**src/rtl/mips_pkg.sv**
```systemverilog
// Shared constants for the MIPS program loader: HALT word, byte width, loader state encoding.
package mips_pkg;

  localparam int          BYTE_W     = 8;
  localparam logic [31:0] HALT_INSTR = 32'hFFFF_FFFF;

  typedef enum logic [2:0] {
    ST_IDLE  = 3'd0,
    ST_RECV  = 3'd1,
    ST_WRITE = 3'd2,
    ST_DONE  = 3'd3,
    ST_ERROR = 3'd4
  } loader_state_t;

endpackage

```
**src/rtl/instruction_loader.sv**
```systemverilog
// Assembles big-endian UART bytes into words and strobes each into instruction memory one cycle after its 4th byte.
// No backpressure: a byte landing on the write cycle starts the next word. LOADER_TIMEOUT_EN adds a RECV idle timeout.
module instruction_loader
  import mips_pkg::*;
#(
  parameter int SIZE_ADDR_PC   = 32,
  parameter int TOTAL_SIZE     = 256,
  parameter int TIMEOUT_CYCLES = 100000
) (
  input  logic                    i_clk,
  input  logic                    i_reset,
  input  logic                    i_start_load,
  input  logic [BYTE_W-1:0]       i_rx_data,
  input  logic                    i_rx_done,
  output logic [SIZE_ADDR_PC-1:0] o_instruction_address,
  output logic [SIZE_ADDR_PC-1:0] o_instruction,
  output logic                    o_flag_write_intruc,
  output logic                    o_busy,
  output logic                    o_load_done,
  output logic                    o_error
);

  localparam int BYTES_PER_WORD = SIZE_ADDR_PC / BYTE_W;
  localparam int CNT_W          = $clog2(BYTES_PER_WORD);

  localparam logic [CNT_W-1:0]        LAST_BYTE = CNT_W'(BYTES_PER_WORD - 1);
  localparam logic [SIZE_ADDR_PC-1:0] ADDR_STEP = SIZE_ADDR_PC'(BYTES_PER_WORD);
  localparam logic [SIZE_ADDR_PC-1:0] LAST_ADDR = SIZE_ADDR_PC'(TOTAL_SIZE - BYTES_PER_WORD);
  localparam logic [SIZE_ADDR_PC-1:0] HALT_WORD = SIZE_ADDR_PC'(HALT_INSTR);

  loader_state_t           state_q, state_d;
  logic [SIZE_ADDR_PC-1:0] addr_q, addr_d;
  logic [SIZE_ADDR_PC-1:0] instr_q, instr_d;
  logic [CNT_W-1:0]        cnt_q, cnt_d;
  logic [SIZE_ADDR_PC-1:0] instr_shift;
  logic                    timeout;

  assign instr_shift = {instr_q[SIZE_ADDR_PC-BYTE_W-1:0], i_rx_data};

`ifdef LOADER_TIMEOUT_EN
  localparam int TMO_W = $clog2(TIMEOUT_CYCLES + 1);

  logic [TMO_W-1:0] idle_q;

  // Counts consecutive silent RECV cycles; any other state or an accepted byte restarts it.
  always_ff @(posedge i_clk) begin
    if (i_reset || (state_q != ST_RECV) || i_rx_done) begin
      idle_q <= '0;
    end else begin
      idle_q <= idle_q + TMO_W'(1);
    end
  end

  assign timeout = (state_q == ST_RECV) && !i_rx_done &&
                   (idle_q == TMO_W'(TIMEOUT_CYCLES - 1));
`else
  logic unused_timeout;
  assign unused_timeout = |TIMEOUT_CYCLES;
  assign timeout        = 1'b0;
`endif

  always_ff @(posedge i_clk) begin
    if (i_reset) begin
      state_q <= ST_IDLE;
      addr_q  <= '0;
      instr_q <= '0;
      cnt_q   <= '0;
    end else begin
      state_q <= state_d;
      addr_q  <= addr_d;
      instr_q <= instr_d;
      cnt_q   <= cnt_d;
    end
  end

  always_comb begin
    state_d = state_q;
    addr_d  = addr_q;
    instr_d = instr_q;
    cnt_d   = cnt_q;
    unique case (state_q)
      ST_IDLE, ST_DONE, ST_ERROR: begin
        if (i_start_load) begin
          state_d = ST_RECV;
          addr_d  = '0;
          instr_d = '0;
          cnt_d   = '0;
        end
      end
      ST_RECV: begin
        if (i_rx_done) begin
          instr_d = instr_shift;
          cnt_d   = cnt_q + CNT_W'(1);
          if (cnt_q == LAST_BYTE) begin
            state_d = ST_WRITE;
          end
        end else if (timeout) begin
          state_d = ST_ERROR;
        end
      end
      ST_WRITE: begin
        // A byte arriving now is kept only if the load continues.
        if (instr_q == HALT_WORD) begin
          state_d = ST_DONE;
        end else if (addr_q == LAST_ADDR) begin
          state_d = ST_ERROR;
        end else begin
          state_d = ST_RECV;
          addr_d  = addr_q + ADDR_STEP;
          cnt_d   = '0;
          if (i_rx_done) begin
            instr_d = instr_shift;
            cnt_d   = CNT_W'(1);
          end
        end
      end
      default: state_d = ST_IDLE;
    endcase
  end

  assign o_instruction_address = addr_q;
  assign o_instruction         = instr_q;
  assign o_flag_write_intruc   = (state_q == ST_WRITE);
  assign o_busy                = (state_q == ST_RECV) || (state_q == ST_WRITE);
  assign o_load_done           = (state_q == ST_DONE);
  assign o_error               = (state_q == ST_ERROR);

endmodule

```
**config.mk**
```make
export PLATFORM = sky130hd
export DESIGN_NAME = instruction_loader
export DESIGN_NICKNAME = d
export VERILOG_FILES = /design/src/rtl/mips_pkg.sv /design/src/rtl/instruction_loader.sv
export SDC_FILE = /design/constraint.sdc
export NUM_CORES = 1
export LEC_CHECK = 0
export CAP_MARGIN = 20
export CORE_MARGIN = 2
export CORE_UTILIZATION = 45
export DETAILED_ROUTE_END_ITERATION = 8
export PLACE_DENSITY_LB_ADDON = 0.3
export SLEW_MARGIN = 20
export SYNTH_ARGS = -nofsm -noshare
export SYNTH_HDL_FRONTEND = slang
export SYNTH_SLANG_ARGS = --single-unit
```
**constraint.sdc**
```tcl
create_clock -name i_clk -period 2.5 [get_ports i_clk]
set_clock_uncertainty 0.2 [all_clocks]
set_input_delay 0.375 -clock i_clk [delete_from_list [all_inputs] [get_ports i_clk]]
set_output_delay 0.375 -clock i_clk [all_outputs]
set_load 0.005 [all_outputs]
```
==> results of run 1 <==
-- timing repair --
item / in CTS / in global routing
resized for setup: 1 / 3
setup endpoints to repair: 1 / 7
hold buffers: 0 / 0
-- flip-flops by register name (all words and copies together) (netlist names) --
register	count
o_instruction	32
cnt_q	2
state_q	3
o_instruction_address	30
-- routing by layer --
layer,GRT usage [%],vias up,wire length (um)
met5,0,-,0
met4,6.85,0,80
met3,4.27,9,496
met2,35.7,98,4150
met1,32.6,1456,3810
li1,-,1528,-
-- path summary, 6_finish.rpt --
path,slack (ps),depth (start not counted),start,endpoint
max,90,4,state_q[1],o_flag_write_intruc
min,290,2,cnt_q[1],cnt_q[1]
max reg2reg,120,8,o_instruction_address[11],o_instruction[28]
min reg2reg,290,2,cnt_q[1],cnt_q[1]
-- cell usage after synthesis (all sizes together), types with 2 or more instances --
master	count	share of area, %
inv	4	0.48
clkbuf	5	0.64
and3	9	2.0
o21a	3	0.72
dfxtp	67	43
and2	5	1.0
o31ai	5	1.2
a22o	34	9.6
a21oi	27	4.8
and4	6	1.7
nand2	21	2.6
or3	6	1.2
nand4bb	2	0.72
nor3	8	1.6
a211oi	2	0.64
nand3	15	2.4
a31oi	6	1.2
or4	2	0.48
ha	2	0.80
nand4	17	3.4
o21ai	43	6.9
nor4	10	2.2
buf	19	4.2
nor2	15	1.9
-- stage by stage --
step                area [um^2]  hold slack (ps)  instances
floorplan                  3110              258        349
global placement           4100              281        510
detailed placement         4100              283        510
CTS                        4360              295        526
global route               4370              335        526
finish                     4370              292        526
-- worst max-delay path, delay by kind of cell (launching register included) --
family | cells | cell delay (ps)
buffers and inverters | 3 | 730
and+or+nand+nor | 1 | 400
DFF | 1 | 370
-- logic make-up after synthesis --
kind of cell,Yosys count
simple gates,123
fa+ha+maj,2
other cells,1
compound gates,126
flops,67
buf+inv,28
mux,1
-- final cells by class --
| type | instances | area share (%) |
|---|---|---|
| flip-flops and latches | 67 | 30.7 |
| inverters | 4 | 0.401 |
| clock inverters | 6 | 3.15 |
| well taps | 80 | 2.29 |
| repair buffers | 105 | 23.3 |
| multi-input cells | 254 | 37.2 |
| clock buffers | 10 | 2.92 |
-- where the power goes --
| group | internal [mW] | switching (mW) | leakage, nW |
|---|---|---|---|
| sequential | 1.08 | 0.0139 | 0.541 |
| combinational | 0.100 | 0.128 | 0.929 |
| clock | 0.767 | 0.410 | 0.131 |
==> flow_summary.toml, run 1 <==
[outcome]
status = "finished, final reports clean"

[floorplanning]
core_um2 = 6760
dieWidth_um = 87.1
rows = 30
fp.dieH_um = 87.1
ios = 80
initial_utilization_pct = 46.0
die_area_um2 = 7590

[power_and_ir_drop]
vdd_drop_max_mv = 0.358
finalPower_mw = 2.50
p_leak_nw = 1.60
p_per_area_nw_per_um2 = 571

[yosys]
seq_area_frac_synth_pct = 43.1
synth_area_per_cell_um2 = 8.93
syn_inst = 348
async_flop_share_pct = 0
synth_compound_area_share_pct = 27.2
ys_ff_latch = 67
synth-edff-count = 0
yosysWarnings = 0
synthAdderAreaFrac_pct = 0.805
synthXorXnorAreaFrac_pct = 0
synth-simple-area-share_pct = 23.1
ys.flop_type = "dfxtp_1"
synth_top_family_by_area = "compound AO/OA/AOI/OAI gates"
synth_cell_types = 53
synth_mux_area_share_pct = 0.322
syn-cell-area_um2 = 3110

[finish]
final_cell_mix = "clkdlybuf4s50_1 (77), dfxtp_1 (66), o21ai_0 (36), a22o_1 (33)"
drive_gt1_share_pct = 13.5
fillers = 556
ff_latch_area_um2 = 1340
multi_input_area_um2 = 1630
area_growth_pct = 40.6
layout_commonest_cell = "clkdlybuf4s50_1"
antenna_cells = 0
final_util_pct = 64.7
final_nets = 455

[critical_path]
cp_slowest_cell = "clkdlybuf4s50_1"
worstSetupPathType = "reg2out"
path_cells = "inv_2 -> or3_1 -> inv_4 -> clkdlybuf4s50_1"
worstPathArrival_ps = 1840
cp_max_fo = 9
cp.required_ps = 1920
worst_setup_path_end_kind = "primary output"
slowest_delay_ps = 510
startpoint_type = "flop"

[grt]
antenna_found_initial = 0
grt_remaining_overflow = 0
grt_pass1_vias = 2801
grt_pass1_wl_um = 13900
grt_max_degree = 33
grt_util_all_layers_pct = 23.0

[clock_tree]
clock_sinks = 67
clkTransAtPathRegs_ps = 70
clk_latency_ps = 330
cts_tree = "built"
cts_max_path_buffers = 2
htree_num_levels = 3
cts_made_buffers = 9
cts_root_buf = "clkbuf_8"
post_cts_buffers = 0

[timing]
timing.final.crit_share_pct = 96.5
max_clock_freq_ghz = 0.415
rsz0062_at_grt = "false"
setup_viol = 0
final_max_slew_viol_count = 0
finalSetupTns_ps = 0
period_needed_ps = 2410
worstMarginPinSlew_ps = 552
max_slew_margin_pct = 63.2
finalHoldViolCount = 0
setup_slack_ps = 88.5

[placement]
port_buffers = 77
globalplace.congestion = 0.842
dp_worst_setup_slack_ps = 67.5
hpwl_um = 6230

[routing]
viasPerCell = 5.88
detail-route-antenna-nets = 0
num_vias = 3091
drtPass1Iterations = 4
drcViolationCount = 0
drt_wl_total_um = 8540
post_drt_wl_per_cell_um = 16.2
drtIter0Drc = 222

[min_path]
min_path_type = "reg2reg"

[flow_run]
cap_violations = 0
No activity file was read; power rests on OpenSTA's default activity.
==> inputs of run 2 (changes only) <==
--- a/config.mk
+++ b/config.mk
@@ -7,10 +7,12 @@
 export LEC_CHECK = 0
 export CAP_MARGIN = 20
 export CORE_MARGIN = 2
-export CORE_UTILIZATION = 45
+export CORE_UTILIZATION = 34
 export DETAILED_ROUTE_END_ITERATION = 8
+export HOLD_SLACK_MARGIN = 0.15
 export PLACE_DENSITY_LB_ADDON = 0.3
 export SLEW_MARGIN = 20
 export SYNTH_ARGS = -nofsm -noshare
 export SYNTH_HDL_FRONTEND = slang
 export SYNTH_SLANG_ARGS = --single-unit
+export TNS_END_PERCENT = 50
==> run 2 against run 1 <==
  * Wire length rose by 6.0%
  * Critical path depth is the same
  * Via count is 2.6% higher
  * Total power fell by 8.9%
  * Global-route usage fell by 4.6 points
  * Core utilization shrank 15 points
  * Flip-flop and latch count did not move
  * Sequential share of layout area is 0.097 points higher
  * Largest cell class unchanged
==> flow_summary.toml, run 2 (synthesis gave the netlist of run 1 again) <==
[outcome]
status = "finished, final reports clean"

[timing]
period_needed_ps = 2420
worstMarginPinSlew_ps = 603
finalSetupTns_ps = 0
max_slew_margin_pct = 59.8
final_max_slew_viol_count = 0
finalHoldViolCount = 0
rsz0062_at_grt = "false"
setup_viol = 0
timing.final.crit_share_pct = 96.8
max_clock_freq_ghz = 0.413
holdWs_ps = 299

[finish]
final_nets = 457
ff_latch_area_um2 = 1340
layout_commonest_cell = "clkdlybuf4s50_1"
final_cell_mix = "clkdlybuf4s50_1 (77), dfxtp_1 (66), o21ai_0 (36), a22o_1 (33), buf_4 (27)"
drive_gt1_share_pct = 13.8
antenna_cells = 0
multi_input_area_um2 = 1620
largest_reg_flops = 32
area_growth_pct = 40.2
fillers = 844

[floorplanning]
rows = 34
die_area_um2 = 9930
dieWidth_um = 99.6
ios = 80
fp.dieH_um = 99.6
initial_utilization_pct = 35.3
core_um2 = 8810

[routing]
drt_wl_total_um = 9050
num_vias = 3170
post_drt_wl_per_cell_um = 16.3
drtIter0Drc = 177
drtPass1Iterations = 5
drcViolationCount = 0
detail-route-antenna-nets = 0
viasPerCell = 5.70

[grt]
grt_pass1_wl_um = 14900
met2_usage_pct = 28.4
grt_pass1_vias = 2940
grt_remaining_overflow = 0
grt_max_degree = 33
grt_util_all_layers_pct = 18.4
antenna_found_initial = 0
grt-busiest-layer = "met2"
gr-usage-met1_pct = 25.3
grt_use_met3_pct = 4.57

[critical_path]
r2r-end = "o_instruction[8]"
startpoint_type = "flop"
r2r_setup_slack_ps = 190
crit_buf_inv = 3
cp_max_fo = 7
cp.required_ps = 1920
rr_worst_depth = 8
cp_slowest_cell = "clkdlybuf4s50_1"
worst_setup_path_end_kind = "primary output"
critPathTopFamily = "buffers and inverters"
worstPathArrival_ps = 1850
path_cells = "inv_2 -> or3_1 -> inv_4 -> clkdlybuf4s50_1"
worstSetupPathType = "reg2out"
reg2reg_from = "o_instruction[15]"
slowest_delay_ps = 510

[clock_tree]
htree_num_levels = 3
cts_made_buffers = 9
clock_sinks = 67
cts_root_buf = "clkbuf_8"
cts_max_path_buffers = 2
cts_tree = "built"
postCtsHoldBufs = 0
clkTransAtPathRegs_ps = 90
clk_latency_ps = 340

[min_path]
min_path_type = "reg2reg"
hold-path-endpoint = "cnt_q[1]"
hold_path_depth = 2
hold_start = "cnt_q[1]"

[power_and_ir_drop]
p_per_area_nw_per_um2 = 522
p_leak_nw = 1.58
vdd_drop_max_mv = 0.206

[flow_run]
cap_violations = 0

[placement]
hpwl_um = 6450
port_buffers = 77
globalplace.congestion = 0.786
-- run 2: cell type report --
class / count / share of cell area, %
well taps: 108 / 3.10
multi-input cells: 254 / 37.2
inverters: 4 / 0.402
clock inverters: 7 / 1.92
flip-flops and latches: 67 / 30.8
repair buffers: 107 / 23.7
clock buffers: 9 / 2.84
-- run 2: tightest hold or removal path, cell delays in order (launching register included) --
cell     delay [ps]
dfxtp_1         320
o21ai_0          70
a21oi_1          60
-- run 2: metal layers --
metal | share of wire (%) | wire length [um] | up-vias
li1 | - | - | 1534
met5 | 0 | 0 | -
met1 | 47 | 4210 | 1528
met4 | 0.86 | 78 | 0
met3 | 6.2 | 565 | 7
met2 | 46 | 4190 | 101
-- run 2: worst max-delay path by stage --
stage                             start                        end  slack [ps]  cells after the start
3_3_place_gp               i_start_load          o_instruction[13]         170                      7
3_5_place_dp               i_start_load           o_instruction[1]         160                      7
6_report                     state_q[1]        o_flag_write_intruc          80                      4
5_1_grt                      state_q[1]        o_flag_write_intruc           2                      4
4_1_cts                      state_q[1]        o_flag_write_intruc          70                      4
2_1_floorplan  o_instruction_address[2]  o_instruction_address[24]         300                     10
-- run 2: where the power goes --
part	internal, mW	switching [mW]
registers	1.08	0.0146
logic	0.0990	0.131
clock network	0.478	0.476
-- run 2: metrics by stage --
| stage | utilization (%) | instances | instance area [um^2] | worst slack, ps | power, mW |
|---|---|---|---|---|---|
| floorplan | - | 349 | 3110 | 299 | 1.25 |
| global placement | 47.0 | 539 | 4140 | 173 | 1.34 |
| detailed placement | 47.0 | 539 | 4140 | 157 | 1.34 |
| CTS | 49.5 | 556 | 4360 | 72.6 | 2.29 |
| global route | 49.5 | 556 | 4360 | 2.29 | 2.38 |
| finish | 49.5 | 556 | 4360 | 79.5 | 2.28 |
-- run 2: timing repair --
| item | CTS | global route |
|---|---|---|
| gates resized for setup | 2 | 1 |
| setup endpoints to repair | 1 | 8 |
| buffers inserted | 1 | 0 |
==> inputs of run 3 (changes only) <==
--- a/config.mk
+++ b/config.mk
@@ -8,9 +8,11 @@
 export CAP_MARGIN = 20
 export CORE_MARGIN = 2
 export CORE_UTILIZATION = 34
+export CTS_CLUSTER_DIAMETER = 80
 export DETAILED_ROUTE_END_ITERATION = 8
 export HOLD_SLACK_MARGIN = 0.15
 export PLACE_DENSITY_LB_ADDON = 0.3
+export SETUP_SLACK_MARGIN = 0.05
 export SLEW_MARGIN = 20
 export SYNTH_ARGS = -nofsm -noshare
 export SYNTH_HDL_FRONTEND = slang
==> constraint.sdc (replaced) <==
create_clock -name i_clk -period 2.1 [get_ports i_clk]
set_clock_uncertainty 0.2 [all_clocks]
set_input_delay 0.315 -clock i_clk [delete_from_list [all_inputs] [get_ports i_clk]]
set_output_delay 0.315 -clock i_clk [all_outputs]
set_load 0.005 [all_outputs]
==> run 3 against run 2 <==
  * Die area unchanged
  * First-iteration DRC count decreased by 2.8%
  * Final cell count is 15% higher
  * Largest power group is now clock
  * Cell area rose by 23%
  * Critical path type is now reg2reg
  * Count of clock-buffer cells in the layout grew 1
  * Setup slack got worse by 180 ps
  * Non-clock buffer count up 83
  * The flow now finishes with violations (negative setup slack)
  * Register-to-register slack lost 290 ps
==> flow_summary.toml, run 3 (synthesis gave the netlist of run 1 again) <==
[finish]
final_cell_mix = "buf_4 (93), clkdlybuf4s50_1 (73), dfxtp_1 (51), a22o_1 (33), o21ai_1 (22)"
largest_reg_flops = 32
layout_commonest_cell = "buf_4"
drive_gt1_share_pct = 36.7
area_growth_pct = 72.8
final_nets = 540
final_util_pct = 61.0
antenna_cells = 0

[timing]
holdWs_ps = 294
timing.final.crit_share_pct = 105
setup_viol = 42
period_needed_ps = 2200
rsz0062_at_grt = "true"
max_clock_freq_ghz = 0.455
final_max_slew_viol_count = 0
setup_slack_ps = -97.1
finalHoldViolCount = 0
finalSetupTns_ps = -1110

[placement]
port_buffers = 77
hpwl_um = 7350
globalplace.congestion = 0.908
dp_worst_setup_slack_ps = -181

[floorplanning]
rows = 34
dieWidth_um = 99.6
fp.dieH_um = 99.6
die_area_um2 = 9930
core_um2 = 8810
ios = 80
initial_utilization_pct = 35.3

[routing]
drtIter0Drc = 172
num_vias = 3588
drt_wl_total_um = 10600
drcViolationCount = 0
post_drt_wl_per_cell_um = 16.5
viasPerCell = 5.62
detail-route-antenna-nets = 0
drtPass1Iterations = 5

[grt]
grt_util_all_layers_pct = 21.5
antenna_found_initial = 0
grt_pass1_vias = 3461
grt_max_degree = 20
grt_remaining_overflow = 0
grt_pass1_wl_um = 17100

[clock_tree]
cts_made_buffers = 9
htree_num_levels = 3
clkTransAtPathRegs_ps = 80
clk_latency_ps = 350
cts_max_path_buffers = 2
cts_root_buf = "clkbuf_8"
cts_tree = "built"
postCtsHoldBufs = 0
clock_sinks = 67

[critical_path]
cp_max_fo = 6
worstPathArrival_ps = 2260
path_cells = "nand4_1 -> nor4_2 -> buf_4 -> o2bb2a_4 -> a211oi_4 -> buf_6 -> buf_6 -> a21oi_2 -> mux2i_1"
crit_buf_inv = 3
rr_worst_depth = 9
worst_setup_path_end_kind = "flop"
path_common_cell = "buf_6"
slowest_delay_ps = 340
worstSetupPathType = "reg2reg"
cp_slowest_cell = "dfxtp_1"
critPathTopFamily = "buffers and inverters"
cp.required_ps = 2160
startpoint_type = "flop"
crit_cells = 9

[outcome]
violations = "negative setup slack"
status = "finished, violations left"

[power_and_ir_drop]
p_per_area_nw_per_um2 = 578
vdd_drop_max_mv = 0.312
p_leak_nw = 2.17
finalPower_mw = 3.11

[flow_run]
cap_violations = 0

[min_path]
min_path_type = "reg2reg"
hold_path_depth = 2
## run 3: cell count changes in the layout (fill, tap and decap cells not counted), moves of 5 or more
cell and delta:
a21oi_1 -5, buf_6 +11, o21ai_2 +15, o21ai_1 +15
buf_4 +66, dfxtp_1 -15, dfxtp_2 +13, o21ai_0 -30
## run 3: path summary, 6_finish.rpt
| path | start | end | slack, ps |
|---|---|---|---|
| worst min register to register | cnt_q[1] | cnt_q[1] | 290 |
| worst max-delay path | o_instruction[3] | o_instruction_address[21] | -100 |
| worst max register to register | o_instruction[3] | o_instruction_address[21] | -100 |
| worst min-delay path | cnt_q[1] | cnt_q[1] | 290 |
## run 3: final cells by class
class / count / area [um^2]
repair buffers: 190 / 1770
clock inverters: 6 / 113
flip-flops and latches: 67 / 1370
clock buffers: 10 / 138
multi-input cells: 254 / 1830
inverters: 4 / 15.0
well taps: 108 / 135
fillers: 715 / 3430
## run 3: where the power goes
part	total, mW	switching [mW]	internal, mW
clock	1.35	0.531	0.823
combinational	0.457	0.223	0.234
sequential	1.30	0.0118	1.28
## run 3: worst reg2reg max path, cell delays in order, from the launching register on
cell      delay, ps
dfxtp_1         340
nand4_1         150
nor4_2          320
buf_4           170
o2bb2a_4        190
a211oi_4        230
buf_6           170
buf_6           130
a21oi_2          40
mux2i_1         170
## run 3: metrics by stage
step	instances	area, um^2
after floorplan	349	3140
after global placement	613	4760
after detailed placement	613	4760
after CTS	637	5250
after global routing	639	5370
final	639	5370
## run 3: timing repair
action	CTS	global route
pin swaps	36	36
buffers inserted	5	1
endpoints found under the setup margin	64	66
gates resized for setup	69	40
gates cloned	3	2
## run 3: routing by layer
layer  share of wire, %  GRT usage [%]  wire [um]
met4                2.4           7.38        250
met1                 44           28.3       4600
met5                  0              0          0
met3                5.5           4.57        579
met2                 49           35.0       5140
